$ cat src/rtl/rf_cmd_ctrl.sv
// Byte-command front end for a register file: decodes write (0xAA addr data) and
// read (0xBB addr) frames from a serial receiver and returns read data to a transmitter.
module rf_cmd_ctrl #(
    parameter int DATA_WIDTH = 8,
    parameter int ADDR_WIDTH = 4,
    parameter int RD_TIMEOUT = 15
) (
    input  logic                  CLK,
    input  logic                  RST,
    input  logic [DATA_WIDTH-1:0] RX_P_DATA,
    input  logic                  RX_D_VLD,
    input  logic [DATA_WIDTH-1:0] RdData,
    input  logic                  RdData_Valid,
    input  logic                  TX_Busy,
    output logic [DATA_WIDTH-1:0] WrData,
    output logic [ADDR_WIDTH-1:0] Address,
    output logic                  WrEn,
    output logic                  RdEn,
    output logic [DATA_WIDTH-1:0] TX_P_DATA,
    output logic                  TX_D_VLD,
    output logic                  CMD_ERR,
    output logic [2:0]            dbg_state_o
);

    localparam int CNT_W = (RD_TIMEOUT > 1) ? $clog2(RD_TIMEOUT + 1) : 1;
    localparam logic [DATA_WIDTH-1:0] CMD_WR = DATA_WIDTH'(8'hAA);
    localparam logic [DATA_WIDTH-1:0] CMD_RD = DATA_WIDTH'(8'hBB);

    typedef enum logic [2:0] {
        IDLE    = 3'd0,
        WR_ADDR = 3'd1,
        WR_DATA = 3'd2,
        RD_ADDR = 3'd3,
        RD_WAIT = 3'd4,
        TX_SEND = 3'd5
    } state_t;

    state_t                  state_q, state_d;
    logic [CNT_W-1:0]        cnt_q, cnt_d;
    logic [ADDR_WIDTH-1:0]   addr_q, addr_d;
    logic [DATA_WIDTH-1:0]   wrdata_q, wrdata_d;
    logic [DATA_WIDTH-1:0]   txdata_q, txdata_d;
    logic                    wren_q, wren_d;
    logic                    rden_q, rden_d;
    logic                    txvld_q, txvld_d;
    logic                    err_q, err_d;
    logic                    addr_ok;

    // An address byte is legal only if it fits the register file.
    assign addr_ok = ((RX_P_DATA >> ADDR_WIDTH) == '0);

    always_ff @(posedge CLK or negedge RST) begin
        if (!RST) begin
            state_q  <= IDLE;
            cnt_q    <= '0;
            addr_q   <= '0;
            wrdata_q <= '0;
            txdata_q <= '0;
            wren_q   <= 1'b0;
            rden_q   <= 1'b0;
            txvld_q  <= 1'b0;
            err_q    <= 1'b0;
        end else begin
            state_q  <= state_d;
            cnt_q    <= cnt_d;
            addr_q   <= addr_d;
            wrdata_q <= wrdata_d;
            txdata_q <= txdata_d;
            wren_q   <= wren_d;
            rden_q   <= rden_d;
            txvld_q  <= txvld_d;
            err_q    <= err_d;
        end
    end

    always_comb begin
        state_d  = state_q;
        cnt_d    = cnt_q;
        addr_d   = addr_q;
        wrdata_d = wrdata_q;
        txdata_d = txdata_q;
        wren_d   = 1'b0;
        rden_d   = 1'b0;
        txvld_d  = 1'b0;
        err_d    = 1'b0;
        case (state_q)
            IDLE: begin
                if (RX_D_VLD) begin
                    if (RX_P_DATA == CMD_WR) begin
                        state_d = WR_ADDR;
                    end else if (RX_P_DATA == CMD_RD) begin
                        state_d = RD_ADDR;
                    end else begin
                        err_d = 1'b1;
                    end
                end
            end
            WR_ADDR: begin
                if (RX_D_VLD) begin
                    if (addr_ok) begin
                        addr_d  = RX_P_DATA[ADDR_WIDTH-1:0];
                        state_d = WR_DATA;
                    end else begin
                        err_d   = 1'b1;
                        state_d = IDLE;
                    end
                end
            end
            WR_DATA: begin
                if (RX_D_VLD) begin
                    wrdata_d = RX_P_DATA;
                    wren_d   = 1'b1;
                    state_d  = IDLE;
                end
            end
            RD_ADDR: begin
                if (RX_D_VLD) begin
                    if (addr_ok) begin
                        addr_d  = RX_P_DATA[ADDR_WIDTH-1:0];
                        rden_d  = 1'b1;
                        cnt_d   = '0;
                        state_d = RD_WAIT;
                    end else begin
                        err_d   = 1'b1;
                        state_d = IDLE;
                    end
                end
            end
            RD_WAIT: begin
                // A stray byte is flagged and dropped; the read keeps waiting.
                if (RX_D_VLD) begin
                    err_d = 1'b1;
                end
                if (RdData_Valid) begin
                    txdata_d = RdData;
                    cnt_d    = '0;
                    state_d  = TX_SEND;
                end else if (cnt_q == CNT_W'(RD_TIMEOUT - 1)) begin
                    err_d   = 1'b1;
                    cnt_d   = '0;
                    state_d = IDLE;
                end else begin
                    cnt_d = cnt_q + CNT_W'(1);
                end
            end
            TX_SEND: begin
                if (RX_D_VLD) begin
                    err_d = 1'b1;
                end
                if (!TX_Busy) begin
                    txvld_d = 1'b1;
                    state_d = IDLE;
                end
            end
            default: begin
                state_d = IDLE;
            end
        endcase
    end

    assign WrData      = wrdata_q;
    assign Address     = addr_q;
    assign WrEn        = wren_q;
    assign RdEn        = rden_q;
    assign TX_P_DATA   = txdata_q;
    assign TX_D_VLD    = txvld_q;
    assign CMD_ERR     = err_q;
    assign dbg_state_o = state_q;

endmodule

$ cat config.mk
export PLATFORM = sky130hd
export DESIGN_NAME = rf_cmd_ctrl
export DESIGN_NICKNAME = d
export VERILOG_FILES = /design/src/rtl/rf_cmd_ctrl.sv
export SDC_FILE = /design/constraint.sdc
export NUM_CORES = 1
export LEC_CHECK = 0
export ABC_AREA = 0
export CORE_MARGIN = 2
export CORE_UTILIZATION = 35
export DETAILED_ROUTE_END_ITERATION = 6
export GPL_TIMING_DRIVEN = 0
export MAX_ROUTING_LAYER = met4
export PLACE_DENSITY = 0.64
export SETUP_SLACK_MARGIN = 0.3
export SLEW_MARGIN = 20
export SYNTH_ARGS = -nofsm -noshare
export SYNTH_HDL_FRONTEND = slang
export SYNTH_SLANG_ARGS = --single-unit
$ cat constraint.sdc
create_clock -name CLK -period 2 [get_ports CLK]
set_clock_uncertainty 0.05 [all_clocks]
set_input_delay 0.4 -clock CLK [delete_from_list [all_inputs] [get_ports CLK]]
set_output_delay 0.4 -clock CLK [all_outputs]
set_load 0.005 [all_outputs]
==> results of run 1 <==
-- area by class of cell --
class | count | area (um2) | share of cell area
timing repair buffer | 54 | 538 | 0.245
inverter | 5 | 18.8 | 0.00856
buffer | 4 | 31.3 | 0.0143
clock buffer | 6 | 82.6 | 0.0377
multi-input combinational | 72 | 647 | 0.295
clock inverter | 2 | 35.0 | 0.0160
tap | 50 | 62.6 | 0.0285
sequential | 31 | 777 | 0.354
-- registers in the layout (all words and copies together) (netlist names) --
name         count
TX_P_DATA        8
WrData           8
Address          4
cnt_q            4
dbg_state_o      3
CMD_ERR          1
RdEn             1
TX_D_VLD         1
WrEn             1
-- cells by family (layout without fill, tap and decap cells) --
family / count (synthesis) / after routing / synth area share
buffers and inverters: 9 / 71 / 0.0320
XOR/XNOR: 1 / 1 / 0.00623
AND/OR/NAND/NOR: 30 / 30 / 0.138
AO/OA/AOI/OAI: 19 / 19 / 0.0943
adder cells (fa/ha/maj): 2 / 2 / 0.0178
flip-flops: 31 / 31 / 0.552
multiplexers: 20 / 20 / 0.160
-- cell usage in the layout, fill, tap and decap left out, types with 2 or more instances in the layout --
cell type        count
mux2_2              20
dlygate4sd2_1        4
dfrtp_1             30
nor4_1               2
clkdlybuf4s50_1     37
clkbuf_8             6
inv_1                4
ha_1                 2
buf_4                6
dlymetal6s2s_1       5
nand4_1              4
buf_2                2
nand2_1              8
a21o_1               3
o21ai_0              6
clkbuf_4             2
nor2_1               3
-- stage by stage --
step / area, um2 / instances / worst slack [ps] / hold slack [ps] / TNS, ps
after floorplan: 1410 / 112 / 408 / 54.4 / 0
after global placement: 1940 / 209 / -199 / 423 / -4060
after detailed placement: 1930 / 209 / -209 / 434 / -2280
after CTS: 2090 / 221 / 235 / 133 / 0
after global routing: 2190 / 224 / 270 / 155 / 0
final: 2190 / 224 / 329 / 98.3 / 0
-- synth_stat cells --
master      n  area [um2]
a2111oi_0   1        8.76
a21o_1      3        22.5
a21oi_1     2        10.0
a311oi_1    1        8.76
a32oi_1     1        8.76
and2_1      1        6.26
and4_1      1        8.76
and4b_1     2        20.0
buf_2       3        15.0
buf_6       1        11.3
dfrtp_1    31         776
ha_1        2        25.0
inv_1       5        18.8
mux2_2     20         225
nand2_1     8        30.0
nand3_1     1        5.00
nand4_1     4        25.0
nor2_1      3        11.3
nor2b_1     1        6.26
nor3_1      1        5.00
nor3_2      1        10.0
nor3b_1     1        7.51
nor4_1      2        12.5
nor4_4      1        21.3
nor4b_1     1        8.76
o211ai_1    1        7.51
o21ai_0     6        30.0
o21bai_1    1        7.51
o31ai_1     1        7.51
o31ai_2     1        12.5
o32ai_1     1        8.76
or3_1       1        6.26
or4b_2      1        10.0
xnor2_1     1        8.76
-- worst register-to-register path, stage by stage (launching register included) --
cell and delay (ps):
dfrtp_1 420, buf_6 160, or4b_2 670, a21oi_2 130, o21ai_0 80, o21ai_0 80
-- path summary, 6_finish.rpt --
kind / to / slack, ps / cells after the start
max in group asynchronous: dbg_state_o[1] / 1330 / 1
min in group CLK: Address[1] / 370 / 2
max: dbg_state_o[1] / 330 / 1
max reg2reg: cnt_q[3] / 340 / 5
min reg2reg: cnt_q[3] / 450 / 1
min: WrData[6] / 100 / 1
-- what timing repair did --
action,CTS,global route
setup endpoints to repair,27,21
pin swaps,2,4
gates resized for setup,8,17
setup buffers,4,3
-- power groups by stage --
stage / sequential [mW] / clock, mW / combinational (mW)
after detailed placement: 0.778 / 0 / 0.409
final: 0.770 / 0.642 / 0.428
after CTS: 0.769 / 0.654 / 0.412
after global placement: 0.774 / 0 / 0.405
after floorplan: 0.784 / 0 / 0.134
after global routing: 0.783 / 0.686 / 0.462
-- routing by layer --
metal | GRT usage | vias up
met5 | - | -
met4 | 0.0612 | 0
met3 | 0.0583 | 5
met2 | 0.240 | 40
met1 | 0.202 | 555
li1 | - | 535
==> flow_metrics.py, run 1 <==
metrics = {
    "setup_path": {
        "cp-startpoint": "dbg_state_o[1]",
        "end_kind": "primary output",
        "start_kind": "register",
        "critPathKind": "reg2out",
        "crit_family": "buffers and inverters",
        "crit_path_cell_trace": "clkdlybuf4s50_1",
        "cp.arrival_ps": 1220,
        "critPathSlowestCell": "clkdlybuf4s50_1",
        "cp.required_ps": 1550,
        "worstPathMaxFanout": 6,
        "slowest_delay_ps": 510,
        "crit_buf_inv": 1,
        "r2r-start": "dbg_state_o[0]",
    },
    "hold_path": {
        "hp-class": "in2async",
    },
    "clock_network": {
        "clock-sinks": 31,
        "cts_tree": "done",
        "htreeDepth": 2,
        "clock_latency_ps": 280,
        "cts_hold_buf": 0,
        "cts_root_buffer": "clkbuf_8",
        "cts_made_buffers": 5,
        "clk_path_buf_depth": 2,
        "path_clk_slew_ps": 70,
    },
    "global_route": {
        "grt_pass1_wl_mm": 5.20,
        "grt_overflow": 0,
        "grt_start_max_net_pins": 32,
        "grt_pass1_vias": 1107,
        "grt_util_all_layers": 0.162,
        "antenna_found_initial": 0,
    },
    "power": {
        "p_int_mw": 1.41,
        "clock_power_share": 0.349,
        "comb_power_share": 0.233,
        "power.density_nw_per_um2": 840,
        "p_leak_nw": 1.01,
        "total_power_mw": 1.84,
        "p_seq_frac": 0.418,
        "p_switching_uw": 433,
        "max-vdd-ir-drop_mv": 0.515,
        "swShare": 0.235,
    },
    "status": {
        "outcome": "finished clean",
    },
    "logic_synthesis": {
        "synthCells": 112,
        "syn_nets": 135,
        "synth_cell_types": 34,
        "yosys_warnings": 0,
        "ys_seq_area_frac": 0.552,
        "ys_ff_latch": 31,
        "synthesis.area_um2": 1410,
        "syn_avg_cell_area_um2": 12.6,
    },
    "layout": {
        "nFillCells": 323,
        "areaGrowthSynthToFinish_pct": 55.9,
        "drive_gt1_frac": 0.310,
        "final_nets": 196,
        "final_util": 0.556,
        "n_antenna_cell": 0,
    },
    "floorplanning": {
        "rows": 23,
        "pin_count": 48,
        "start_util": 0.357,
        "coreArea_um2": 3940,
        "dieArea_um2": 4540,
        "die_w_um": 67.4,
        "fp.dieH_um": 67.4,
    },
    "detailed_routing": {
        "drc": 0,
        "dr_wl_met2_mm": 1.61,
        "wl_met3_um": 255,
        "routed_wl_mm": 3.32,
        "wl_per_cell_um": 14.8,
        "maxUsedRoutingLayer": "met4",
        "drt-met1-wl_mm": 1.40,
        "routed_via_density": 5.07,
        "drt_iter0_markers": 57,
        "vias": 1135,
        "final_antenna_net_count": 0,
        "firstDrtPassIters": 4,
    },
    "sta": {
        "fin_crit_sh": 0.835,
        "min_period_ps": 1670,
        "setup_viol": 0,
        "fmax_mhz": 599,
        "tightest_slew_ps": 683,
        "maxSlewViolCount": 0,
        "final_hold_viol_count": 0,
        "rsz0062_at_grt": "true",
        "slew_headroom": 0.545,
    },
    "placed_design": {
        "gp_congestion": 0.796,
        "dp_hpwl_mm": 2.32,
        "numPortBuffers": 47,
    },
    "run": {
        "cap_violations": 0,
    },
}
Power figures use the tool's default switching activity.
==> inputs of run 2 (changes only) <==
--- a/config.mk
+++ b/config.mk
@@ -11,7 +11,7 @@
 export DETAILED_ROUTE_END_ITERATION = 6
 export GPL_TIMING_DRIVEN = 0
 export MAX_ROUTING_LAYER = met4
-export PLACE_DENSITY = 0.64
+export PLACE_DENSITY = 0.67
 export SETUP_SLACK_MARGIN = 0.3
 export SLEW_MARGIN = 20
 export SYNTH_ARGS = -nofsm -noshare
==> constraint.sdc (replaced) <==
create_clock -name CLK -period 1.5 [get_ports CLK]
set_clock_uncertainty 0.05 [all_clocks]
set_input_delay 0.3 -clock CLK [delete_from_list [all_inputs] [get_ports CLK]]
set_output_delay 0.3 -clock CLK [all_outputs]
set_load 0.005 [all_outputs]
==> run 2 against run 1 <==
Net effect: the flow now finishes with violations (negative setup slack); global-route usage is 4.0 points higher; highest routed layer unchanged; count of clock-buffer cells in the layout is 1 higher; setup slack worse by 380 ps; clock power is 3.7% lower; non-clock buffer count is 23 higher; sequential cell count stayed put.
==> flow_metrics.py, run 2 (synthesis results as in run 1) <==
metrics = {
    "floorplanning": {
        "dieArea_um2": 4540,
        "die_w_um": 67.4,
        "rows": 23,
        "coreArea_um2": 3940,
        "start_util": 0.357,
        "pin_count": 48,
        "fp.dieH_um": 67.4,
    },
    "detailed_routing": {
        "routed_via_density": 5.22,
        "final_antenna_net_count": 0,
        "vias": 1289,
        "firstDrtPassIters": 4,
        "wl_per_cell_um": 17.4,
        "drc": 0,
        "routed_wl_mm": 4.30,
        "drt_iter0_markers": 60,
    },
    "sta": {
        "finalSetupTns_ps": -213,
        "tightest_slew_ps": 691,
        "min_period_ps": 1550,
        "rsz0062_at_grt": "true",
        "final.setup.worst_slack_ps": -54.1,
        "fmax_mhz": 643,
        "setup_viol": 11,
        "fin_crit_sh": 1.04,
        "slew_headroom": 0.539,
        "holdWs_ps": 7.21,
        "maxSlewViolCount": 0,
        "final_hold_viol_count": 0,
    },
    "placed_design": {
        "numPortBuffers": 47,
        "dp.cells": 209,
        "place_area_um2": 2030,
        "gp_congestion": 0.791,
        "dp_hpwl_mm": 2.28,
        "pre_cts_ws_ps": -637,
    },
    "clock_network": {
        "cts_root_buffer": "clkbuf_8",
        "clk_path_buf_depth": 2,
        "htreeDepth": 2,
        "path_clk_slew_ps": 60,
        "cts_tree": "done",
        "cts_made_buffers": 5,
        "clock-sinks": 31,
        "cts_hold_buf": 0,
        "clock_latency_ps": 280,
    },
    "setup_path": {
        "cp.arrival_ps": 1710,
        "worstPathMaxFanout": 9,
        "regToRegSetupSlack_ps": -50,
        "critPathKind": "reg2reg",
        "slowest_delay_ps": 540,
        "start_kind": "register",
        "cp_common_cell": "o21ai_1",
        "end_kind": "register",
        "crit_path_cell_trace": "buf_8 > or4b_4 > a21oi_2 > o21ai_1 > o21ai_1",
        "critPathSlowestCell": "or4b_4",
        "cp.required_ps": 1660,
    },
    "global_route": {
        "antenna_found_initial": 0,
        "grt_util_all_layers": 0.201,
        "grt_pass1_wl_mm": 6.51,
        "grt_overflow": 0,
        "grt_start_max_net_pins": 32,
        "grt_pass1_vias": 1342,
    },
    "status": {
        "outcome": "finished, violations left",
        "violations": "negative setup slack",
    },
    "power": {
        "p_leak_nw": 1.20,
        "max-vdd-ir-drop_mv": 0.622,
        "power.density_nw_per_um2": 978,
        "total_power_mw": 2.36,
    },
    "hold_path": {
        "hp-class": "in2async",
    },
    "layout": {
        "seq_area_um2": 778,
        "final_util": 0.613,
        "final_common_cell": "dfrtp_1",
        "n_antenna_cell": 0,
        "final_cells": 247,
        "multi_input_area_um2": 816,
        "layout_common_cells": "29 x dfrtp_1, 25 x buf_2, 21 x buf_4",
        "areaGrowthSynthToFinish_pct": 72.0,
        "drive_gt1_frac": 0.609,
        "nFillCells": 304,
        "final_nets": 219,
        "fin_area_um2": 2420,
    },
    "run": {
        "cap_violations": 0,
    },
}
[run 2: cell type report]
cell class,count,share of cell area
Multi-Input combinational cell,72,0.337
Sequential cell,31,0.322
Timing Repair Buffer,77,0.250
Clock buffer,7,0.0316
Tap cell,50,0.0259
Buffer,4,0.0202
Inverter,5,0.0109
Clock inverter,1,0.00207
[run 2: metal layers]
layer,GRT usage,wire length (um),part of all wire,vias up
met5,-,0,0,-
met4,0.0740,57,0.013,0
met3,0.0450,276,0.064,8
met2,0.325,2200,0.51,59
met1,0.247,1770,0.41,640
li1,-,-,-,582
[run 2: worst paths after layout]
| kind | startpoint | end | cells past startpoint |
|---|---|---|---|
| min | RST | WrData[0] | 1 |
| max reg2reg | dbg_state_o[0] | cnt_q[3] | 5 |
| max | dbg_state_o[0] | cnt_q[3] | 5 |
| min in group CLK | RX_P_DATA[7] | WrData[7] | 2 |
| min reg2reg | TX_P_DATA[0] | TX_P_DATA[0] | 1 |
| max in group asynchronous | RST | dbg_state_o[1] | 1 |
[run 2: timing repair]
action / 4_1_cts / 5_1_grt
endpoints found under the hold margin: 0 / 0
pin swaps: 13 / 4
gates resized for setup: 152 / 25
setup endpoints to repair: 56 / 35
setup buffers: 23 / 6
gates cloned: 1 / 0
[run 2: where the power goes]
group	switching (mW)	internal (mW)
logic	0.272	0.440
registers	0.0732	0.961
clock network	0.293	0.325
total	0.639	1.73
[run 2: critical path, delay by kind of cell, from the launching register on]
family	cells	cell delay, ps
flops	1	460
simple gates	1	540
compound gates	3	270
buf+inv	1	160
